## src/rtl/branch_resolve_unit.sv

```systemverilog
// Branch resolution stage with a small return-address stack.
// Resolves conditional branches, j/jr/jal, produces link writes for jal and
// predicts jr targets from a circular RAS. One request per cycle through a
// single valid/ready output register.
module branch_resolve_unit #(
  parameter int WIDTH      = 32,
  parameter int RAS_DEPTH  = 4,
  parameter int SIGNED_CMP = 0
) (
  input  logic             clk,
  input  logic             reset,
  input  logic             in_valid,
  output logic             in_ready,
  input  logic [31:0]      instr_ID,
  input  logic [WIDTH-1:0] pc,
  input  logic [WIDTH-1:0] rs,
  input  logic [WIDTH-1:0] rt,
  input  logic [WIDTH-1:0] rd,
  output logic             out_valid,
  input  logic             out_ready,
  output logic             is_branch,
  output logic             taken,
  output logic [WIDTH-1:0] next_pc,
  output logic             link_we,
  output logic [WIDTH-1:0] link_data,
  output logic [WIDTH-1:0] ras_pred,
  output logic             ras_mispredict,
  output logic             ras_empty,
  output logic             ras_full
);

  localparam int PTR_W = (RAS_DEPTH > 1) ? $clog2(RAS_DEPTH) : 1;
  localparam int CNT_W = PTR_W + 1;
  localparam logic [CNT_W-1:0] CNT_FULL = CNT_W'(RAS_DEPTH);
  localparam logic [WIDTH-1:0] ONE = WIDTH'(1);

  localparam logic [31:0] ID_BEQ  = 32'd15;
  localparam logic [31:0] ID_BNE  = 32'd16;
  localparam logic [31:0] ID_BGT  = 32'd17;
  localparam logic [31:0] ID_BGTE = 32'd18;
  localparam logic [31:0] ID_BLE  = 32'd19;
  localparam logic [31:0] ID_BLEQ = 32'd20;
  localparam logic [31:0] ID_J    = 32'd21;
  localparam logic [31:0] ID_JR   = 32'd22;
  localparam logic [31:0] ID_JAL  = 32'd23;

  // output register
  logic             out_valid_q, out_valid_d;
  logic             is_branch_q, is_branch_d;
  logic             taken_q, taken_d;
  logic [WIDTH-1:0] next_pc_q, next_pc_d;
  logic             link_we_q, link_we_d;
  logic [WIDTH-1:0] link_data_q, link_data_d;
  logic [WIDTH-1:0] ras_pred_q, ras_pred_d;
  logic             ras_mispredict_q, ras_mispredict_d;

  // return-address stack: sp points at the top entry, cnt is occupancy
  logic [WIDTH-1:0] ras_mem_q [RAS_DEPTH];
  logic [WIDTH-1:0] ras_mem_d [RAS_DEPTH];
  logic [PTR_W-1:0] ras_sp_q, ras_sp_d;
  logic [CNT_W-1:0] ras_cnt_q, ras_cnt_d;

  logic             accept;
  logic             cmp_eq, cmp_lt, cmp_res;
  logic             res_is_branch, res_taken, res_link_we, res_mispredict;
  logic [WIDTH-1:0] res_next_pc, res_link_data, res_pred;
  logic             ras_push, ras_pop;
  logic [WIDTH-1:0] pc_plus_one;

  // Handshake; reset forces ready high but nothing is accepted during it.
  always_comb begin
    in_ready = reset | ~out_valid_q | out_ready;
    accept   = in_valid & in_ready & ~reset;
  end

  // Operand comparison, signedness fixed by parameter.
  always_comb begin
    cmp_eq = (rs == rt);
    if (SIGNED_CMP != 0) begin
      cmp_lt = ($signed(rs) < $signed(rt));
    end else begin
      cmp_lt = (rs < rt);
    end
  end

  // Decode and resolve the presented request, including RAS actions.
  always_comb begin
    pc_plus_one    = pc + ONE;
    cmp_res        = 1'b0;
    res_is_branch  = 1'b0;
    res_taken      = 1'b0;
    res_next_pc    = pc_plus_one;
    res_link_we    = 1'b0;
    res_link_data  = '0;
    res_pred       = '0;
    res_mispredict = 1'b0;
    ras_push       = 1'b0;
    ras_pop        = 1'b0;
    case (instr_ID)
      ID_BEQ:  cmp_res = cmp_eq;
      ID_BNE:  cmp_res = ~cmp_eq;
      ID_BGT:  cmp_res = ~cmp_lt & ~cmp_eq;
      ID_BGTE: cmp_res = ~cmp_lt;
      ID_BLE:  cmp_res = cmp_lt;
      ID_BLEQ: cmp_res = cmp_lt | cmp_eq;
      default: cmp_res = 1'b0;
    endcase
    case (instr_ID)
      ID_BEQ, ID_BNE, ID_BGT, ID_BGTE, ID_BLE, ID_BLEQ: begin
        res_is_branch = 1'b1;
        res_taken     = cmp_res;
        res_next_pc   = cmp_res ? (pc + rd) : pc_plus_one;
      end
      ID_J: begin
        res_is_branch = 1'b1;
        res_taken     = 1'b1;
        res_next_pc   = rs;
      end
      ID_JR: begin
        res_is_branch = 1'b1;
        res_taken     = 1'b1;
        res_next_pc   = rs;
        if (ras_cnt_q != '0) begin
          res_pred       = ras_mem_q[ras_sp_q];
          res_mispredict = (ras_mem_q[ras_sp_q] != rs);
          ras_pop        = 1'b1;
        end
      end
      ID_JAL: begin
        res_is_branch = 1'b1;
        res_taken     = 1'b1;
        res_next_pc   = rs;
        res_link_we   = 1'b1;
        res_link_data = pc_plus_one;
        ras_push      = 1'b1;
      end
      default: begin
        res_is_branch = 1'b0;
      end
    endcase
  end

  // RAS update on acceptance only; a push into a full stack overwrites the
  // oldest entry because the top pointer simply wraps onto it.
  always_comb begin
    for (int i = 0; i < RAS_DEPTH; i++) begin
      ras_mem_d[i] = ras_mem_q[i];
    end
    ras_sp_d  = ras_sp_q;
    ras_cnt_d = ras_cnt_q;
    if (accept && ras_push) begin
      ras_sp_d            = ras_sp_q + PTR_W'(1);
      ras_mem_d[ras_sp_d] = pc_plus_one;
      if (ras_cnt_q != CNT_FULL) begin
        ras_cnt_d = ras_cnt_q + CNT_W'(1);
      end
    end else if (accept && ras_pop) begin
      ras_sp_d  = ras_sp_q - PTR_W'(1);
      ras_cnt_d = ras_cnt_q - CNT_W'(1);
    end
  end

  // Output register: load on accept, hold while stalled, drop valid after handshake.
  always_comb begin
    out_valid_d      = out_valid_q;
    is_branch_d      = is_branch_q;
    taken_d          = taken_q;
    next_pc_d        = next_pc_q;
    link_we_d        = link_we_q;
    link_data_d      = link_data_q;
    ras_pred_d       = ras_pred_q;
    ras_mispredict_d = ras_mispredict_q;
    if (accept) begin
      out_valid_d      = 1'b1;
      is_branch_d      = res_is_branch;
      taken_d          = res_taken;
      next_pc_d        = res_next_pc;
      link_we_d        = res_link_we;
      link_data_d      = res_link_data;
      ras_pred_d       = res_pred;
      ras_mispredict_d = res_mispredict;
    end else if (out_ready) begin
      out_valid_d = 1'b0;
    end
  end

  // State registers with synchronous reset.
  always_ff @(posedge clk) begin
    if (reset) begin
      out_valid_q      <= 1'b0;
      is_branch_q      <= 1'b0;
      taken_q          <= 1'b0;
      next_pc_q        <= '0;
      link_we_q        <= 1'b0;
      link_data_q      <= '0;
      ras_pred_q       <= '0;
      ras_mispredict_q <= 1'b0;
      ras_sp_q         <= '0;
      ras_cnt_q        <= '0;
      for (int i = 0; i < RAS_DEPTH; i++) begin
        ras_mem_q[i] <= '0;
      end
    end else begin
      out_valid_q      <= out_valid_d;
      is_branch_q      <= is_branch_d;
      taken_q          <= taken_d;
      next_pc_q        <= next_pc_d;
      link_we_q        <= link_we_d;
      link_data_q      <= link_data_d;
      ras_pred_q       <= ras_pred_d;
      ras_mispredict_q <= ras_mispredict_d;
      ras_sp_q         <= ras_sp_d;
      ras_cnt_q        <= ras_cnt_d;
      for (int i = 0; i < RAS_DEPTH; i++) begin
        ras_mem_q[i] <= ras_mem_d[i];
      end
    end
  end

  // Drive ports from registered state.
  always_comb begin
    out_valid      = out_valid_q;
    is_branch      = is_branch_q;
    taken          = taken_q;
    next_pc        = next_pc_q;
    link_we        = link_we_q;
    link_data      = link_data_q;
    ras_pred       = ras_pred_q;
    ras_mispredict = ras_mispredict_q;
    ras_empty      = (ras_cnt_q == '0);
    ras_full       = (ras_cnt_q == CNT_FULL);
  end

endmodule

```

## config.mk

```make
export PLATFORM = sky130hd
export DESIGN_NAME = branch_resolve_unit
export DESIGN_NICKNAME = d
export VERILOG_FILES = /design/src/rtl/branch_resolve_unit.sv
export SDC_FILE = /design/constraint.sdc
export NUM_CORES = 1
export LEC_CHECK = 0
export CAP_MARGIN = 20
export CORE_MARGIN = 2
export CORE_UTILIZATION = 35
export DETAILED_ROUTE_END_ITERATION = 6
export PLACE_DENSITY_LB_ADDON = 0.2
export SLEW_MARGIN = 25
export SYNTH_ARGS = -nofsm -noshare
export SYNTH_HDL_FRONTEND = slang
export SYNTH_SLANG_ARGS = --single-unit
export TNS_END_PERCENT = 20
```

## constraint.sdc

```tcl
create_clock -name clk -period 3.36 [get_ports clk]
set_clock_uncertainty 0.1 [all_clocks]
set_input_delay 0.336 -clock clk [delete_from_list [all_inputs] [get_ports clk]]
set_output_delay 0.336 -clock clk [all_outputs]
set_load 0.01 [all_outputs]
```

; Word-level counts from Yosys, hierarchy flattened
; Memories as Yosys holds them, arrays and structs flattened. A register that Yosys moved wholly into a read port is not among the register bits.
; Cells that the tools add are included.
[word_totals]
inputBits = 164
ramBits = 128
out_inout_bits = 104
mem_count = 1
register_bits = 106
elab_cells = 93
[op_classes]
magnitude_cmp = 3
n_bitwise = 15
n_reduce_logical = 11
add_sub_neg = 6
n_mux = 33
eq_ne = 14
[mem_list]
columns = memory, depth, width, rd, rd_clocked_by_memory_dff, write_ports, line
row1 = ras_mem_q, 4, 32, 5, 1, 4, 58  ; logic [WIDTH-1:0] ras_mem_q [RAS_DEPTH];
[op_table]
columns = operator, n
row1 = 2-to-1 mux 32 bit, 9
row2 = "== test 32 x 5 -> 1 bit, second input constant", 8
row3 = bitwise mux 128 bit, 1
row4 = 2-to-1 mux 128 bit, 1
row5 = demux 32 bit (select 2 bit), 1
row6 = one-hot mux 32 bit (2 select lines), 1
row7 = "adder 32 x 1 -> 32 bit, second input constant", 1
row8 = adder 32 bit, 1
row9 = == test 32 bit, 1
row10 = "== test 32 x 4 -> 1 bit, second input constant", 1
row11 = < comparator 32 bit, 1
row12 = != test 32 bit, 1
row13 = 2-to-1 mux 1 bit, 11
row14 = 2-to-1 mux 3 bit, 3
row15 = OR reduction 9 bit, 1
row16 = 2-to-1 mux 2 bit, 4
row17 = OR 1 bit, 7
row18 = one-hot mux 1 bit (6 select lines), 1
row19 = OR reduction 6 bit, 1
row20 = inverter 1 bit, 4
row21 = nonzero test 2 bit, 2
row22 = "adder 3 x 1 -> 3 bit, second input constant", 1
row23 = bitwise AND 1 bit, 3
row24 = "== test 3 bit, second input constant", 1
row25 = other kinds (14), 16

; Logic depth before layout (Yosys ltp)
[logic_depth]
depth_word = 10
depth_mapped = 13

; Worst setup path after synthesis
; No wires, ideal clock.
[synth_path]
path_kind = input to register
from = input port rt[15]
to = register next_pc_q[17] (netlist: next_pc[17])
arrival_ps = 3073
setup_time_ps = 129
n_path_buf = 1
required_time_ps = 3131
path_stages = 12
path_slack_ps = 58
path_cell_list = inv_1 ha_1 nand4_1 or4_4 or3_4 a21boi_4 or4_1 a21oi_1 a311o_2 buf_6 mux2i_1 a211oi_2
[synth_between]
elab_chain_cells = 6
[synth_rtl]
columns = item, line
row1 = "start, declared", 17  ; input logic [WIDTH-1:0] rt,
row2 = < comparator 32 bit or == test 32 bit (tied branches), "82, 78"
row3 = "inverter 1 bit, on equally long branches", "102, 103, 101"
row4 = bitwise AND 1 bit, 102  ; ID_BGT: cmp_res = ~cmp_lt & ~cmp_eq;
row5 = one-hot mux 1 bit (6 select lines) (*), 99  ; case (instr_ID)
row6 = 2-to-1 mux 32 bit (*), 112  ; res_next_pc = cmp_res ? (pc + rd) : pc_plus_one;
row7 = one-hot mux 32 bit (2 select lines) (*), 108  ; case (instr_ID)
row8 = "end signal, assigned", 207  ; next_pc_q <= next_pc_d;
row9 = "end, declared", 51  ; logic [WIDTH-1:0] next_pc_q, next_pc_d;
; Every way passes the cells marked *; elsewhere a longest branch is shown, timed or not.
; A chain may end at the register's enable or synchronous reset.

; Final worst setup path
[layout_path]
from = input port rt[5]
to = register next_pc_q[22] (netlist: next_pc[22])
; Same word-level chain as after synthesis.

==> flow_summary_export.csv <==
group,metric,value,unit
power_and_ir_drop,total_power,7.00,mW
cells_and_area,final_cells,2340,
routing,dr.pass1.iters,5,
routing,drt-total-wl,50200,um
grt,grt_pass1_wl,74300,um
place,routabilityCongestion,0.925,
grt,antenna_found_initial,5,
clock_tree,cts_sinks,236,
timing,timing.hold.ws,0.169,ns
run_status,status,"finished, final reports clean",
routing,drc,0,
worst_setup_path,cp-startpoint,"rt[5]",
place,place_hpwl,37500,um
worst_setup_path,critPathRequiredTime,3.62,ns
timing,slew_headroom,26.5,%
worst_setup_path,cp-start-kind,"primary input",
clock_tree,cts_tree,"done",
worst_setup_path,endpoint_kind,"register",
synth,synthArstFlopShare,0,%
timing,fin_crit,3.32,ns
routing,drt_iter0_drc,968,
clock_tree,cts_max_level,1,
grt,grt_max_degree,236,
synth,synth.distinct_cells,65,
synth,synth_edf_count,0,
worst_setup_path,r2r_cells,8,
worst_setup_path,r2r_slack,0.47,ns
grt,track_usage,25.2,%
floorplanning,fp.dieW,196,um
synth,postSynthCellCount,1488,
floorplanning,core_area,36400,um^2
place,post_dp_cell_area,17000,um^2
worst_setup_path,path_class,"in -> reg",
routing,wl_per_cell,21.5,um
synth,yosys-top-cells-area,"dfxtp_1, a211oi_1, nor2_1, ha_1, mux4_2",
floorplanning,dieArea,38400,um^2
cells_and_area,multi_input_area,7930,um^2
clock_tree,clkTransAtPathRegs,0.06,ns
synth,synth-seq-cells,236,
cells_and_area,final_cell_area,18500,um^2
floorplanning,rows,70,
floorplanning,pin_count,268,
place,portBuffers,267,
power_and_ir_drop,vdd_drop_max,0.339,mV
timing,rsz0062_at_grt,"true",
worst_hold_path,hold_end,"out_valid",
worst_hold_path,holdCritStartpoint,"reset",
flow_run,cap_violations,0,
timing,finalMaxSlewViolations,0,
worst_setup_path,crit_chain,"clkdlybuf4s50_1 > inv_1 > ha_4 > nand3_2 > or4_4 > or3_4 > a21boi_4 > or4_1 > nand4_1 > buf_6 > clkbuf_16 > nor3_1 > a221oi_2 > a211oi_1",
worst_setup_path,cp_max_fo,6,
clock_tree,cts_hold_buf,0,
cells_and_area,seq_area,4730,um^2
synth,syn_nets,1722,
floorplanning,fp.dieH,196,um
synth,ys_warn_count,0,
synth,yosysTopAreaCell,"dfxtp_1",
clock_tree,insertion_delay,0.53,ns
routing,antenna_left,0,
cells_and_area,final_nets,2083,
synth,yosys_most_used_dff,"dfxtp_1",
worst_setup_path,cp.arrival,3.57,ns
grt,grt_pass1_vias,12000,
timing,tightestPinTransition,1.10,ns
worst_setup_path,crit_path_max_incr_delay,0.51,ns
grt,grt.overflow.total,0,
worst_setup_path,critPathSlowestCell,"or4_1",
floorplanning,start_util,35.4,%
timing,period_share,98.7,%
power_and_ir_drop,powerDensity,378,nW/um^2
worst_hold_path,hold_depth,4,
synth,yosysSeqAreaShare,36.7,%
timing,hold_viol,0,
synth,syn_area_per_cell,8.66,um^2
timing,fmax,302,MHz
power_and_ir_drop,power.leakage,7.08,nW
clock_tree,clk_path_buf_depth,3,
synth,synth_area,12900,um^2
clock_tree,numCtsBuffers,26,
cells_and_area,drive_gt1_share,17.3,%
worst_setup_path,reg2reg_to,"ras_mispredict",
cells_and_area,area_growth,43.5,%
routing,vias_per_cell,5.42,
clock_tree,cts_root_buf,"clkbuf_16",
cells_and_area,final_util,50.8,%
place,placed_cells,2274,
timing,final-setup-viol-count,0,
worst_hold_path,min_path_type,"in -> reg",
routing,dr_total_vias,12700,
synth,yosysTopAreaCellShare,36.7,%
cells_and_area,fill_cells,3414,
## stage by stage
| stage | worst slack [ns] | setup TNS [ns] |
|---|---|---|
| 4_1_cts | -0.0188 | -0.0188 |
| 3_5_place_dp | -0.738 | -21.59 |
| 6_report | 0.0442 | 0 |
| 3_3_place_gp | -0.696 | -19.96 |
| 5_1_grt | -0.0221 | -0.0539 |
| 2_1_floorplan | 0.0578 | 0 |
## logic make-up after synthesis
kind of cell	synth area share (%)
and+or+nand+nor	17.9
AOI/OAI and AO/OA	21.3
DFF	36.7
buffers and inverters	4.49
xor gates and xnor gates	6.59
adders and majority gates	6.91
muxes	6.14
## state kept, by name, summed over array words and instances (netlist names), 2 cells and up, named ones only
register and count:
ras_pred 32, ras_cnt_q 3, link_data 32, ras_sp_q 2, ras_mem_q 128, next_pc 32
## report_power, final
group / switching, mW / internal, mW
registers: 0.0314 / 2.83
logic: 0.661 / 0.626
clock network: 1.18 / 1.66
## cell type report
| class | count | share of cell area (%) |
|---|---|---|
| Sequential cell | 236 | 25.6 |
| Timing Repair Buffer | 432 | 22.9 |
| Inverter | 43 | 0.873 |
| Clock inverter | 11 | 0.514 |
| Tap cell | 468 | 3.17 |
| Clock buffer | 37 | 4.13 |
| Antenna cell | 3 | 0.0406 |
| Multi-Input combinational cell | 1110 | 42.9 |
## how the worst max path moves through the flow
stage                       end  cells after the start
finish              next_pc[22]                     14
global route        next_pc[22]                     14
CTS                 next_pc[17]                     13
detailed placement  next_pc[25]                     13
global placement    next_pc[17]                     13
floorplan           next_pc[17]                     12
## timing repair
| item | 4_1_cts | 5_1_grt |
|---|---|---|
| pin swaps | 4 | 12 |
| cloned | 0 | 2 |
| setup buffers | 2 | 11 |
| endpoints found under the setup margin | 31 | 31 |
| resized for setup | 14 | 91 |
| hold endpoints to repair | 0 | 0 |
## cell usage in the layout (no fill, tap or decap), types with 28 or more instances in the layout
cell	Yosys	layout
nor2_1	289	289
dfxtp_1	236	235
clkdlybuf4s50_1	0	216
buf_4	1	148
a211oi_1	148	145
a21oi_1	83	83
xnor2_1	69	69
nand2_1	68	66
ha_1	68	47
dlymetal6s2s_1	0	46
a22oi_1	39	38
mux4_2	32	32
clkbuf_16	0	29
xor2_1	28	28
## worst max-delay path, delay by kind of cell
| family | cells | cell delay, ns |
|---|---|---|
| simple gates | 6 | 1.70 |
| compound gates | 3 | 0.43 |
| buf+inv | 4 | 0.83 |
| fa+ha+maj | 1 | 0.27 |
## per-layer routing
| metal | vias up | share of wire [%] | routed length [um] | global-route usage [%] |
|---|---|---|---|---|
| met3 | 95 | 6.0 | 3020 | 3.08 |
| met4 | 2 | 3.4 | 1710 | 7.10 |
| met2 | 497 | 48 | 23900 | 43.6 |
| met5 | - | 0.026 | 13 | 0 |
| met1 | 5951 | 43 | 21600 | 33.0 |
| li1 | 6142 | - | - | - |
## cells in the mapped netlist, drive strengths merged, types with 13 or more instances
| cell | number |
|---|---|
| a22oi | 39 |
| nand4 | 24 |
| and3 | 13 |
| buf | 19 |
| a21oi | 83 |
| a211oi | 149 |
| nor2 | 289 |
| dfxtp | 236 |
| xor2 | 28 |
| o21bai | 16 |
| nand3 | 19 |
| mux4 | 32 |
| inv | 43 |
| ha | 68 |
| clkbuf | 78 |
| o21ai | 25 |
| a21o | 18 |
| and2 | 13 |
| nand2 | 68 |
| nor3 | 27 |
| a221oi | 20 |
| xnor2 | 69 |
No activity file was read; power rests on OpenSTA's default activity.
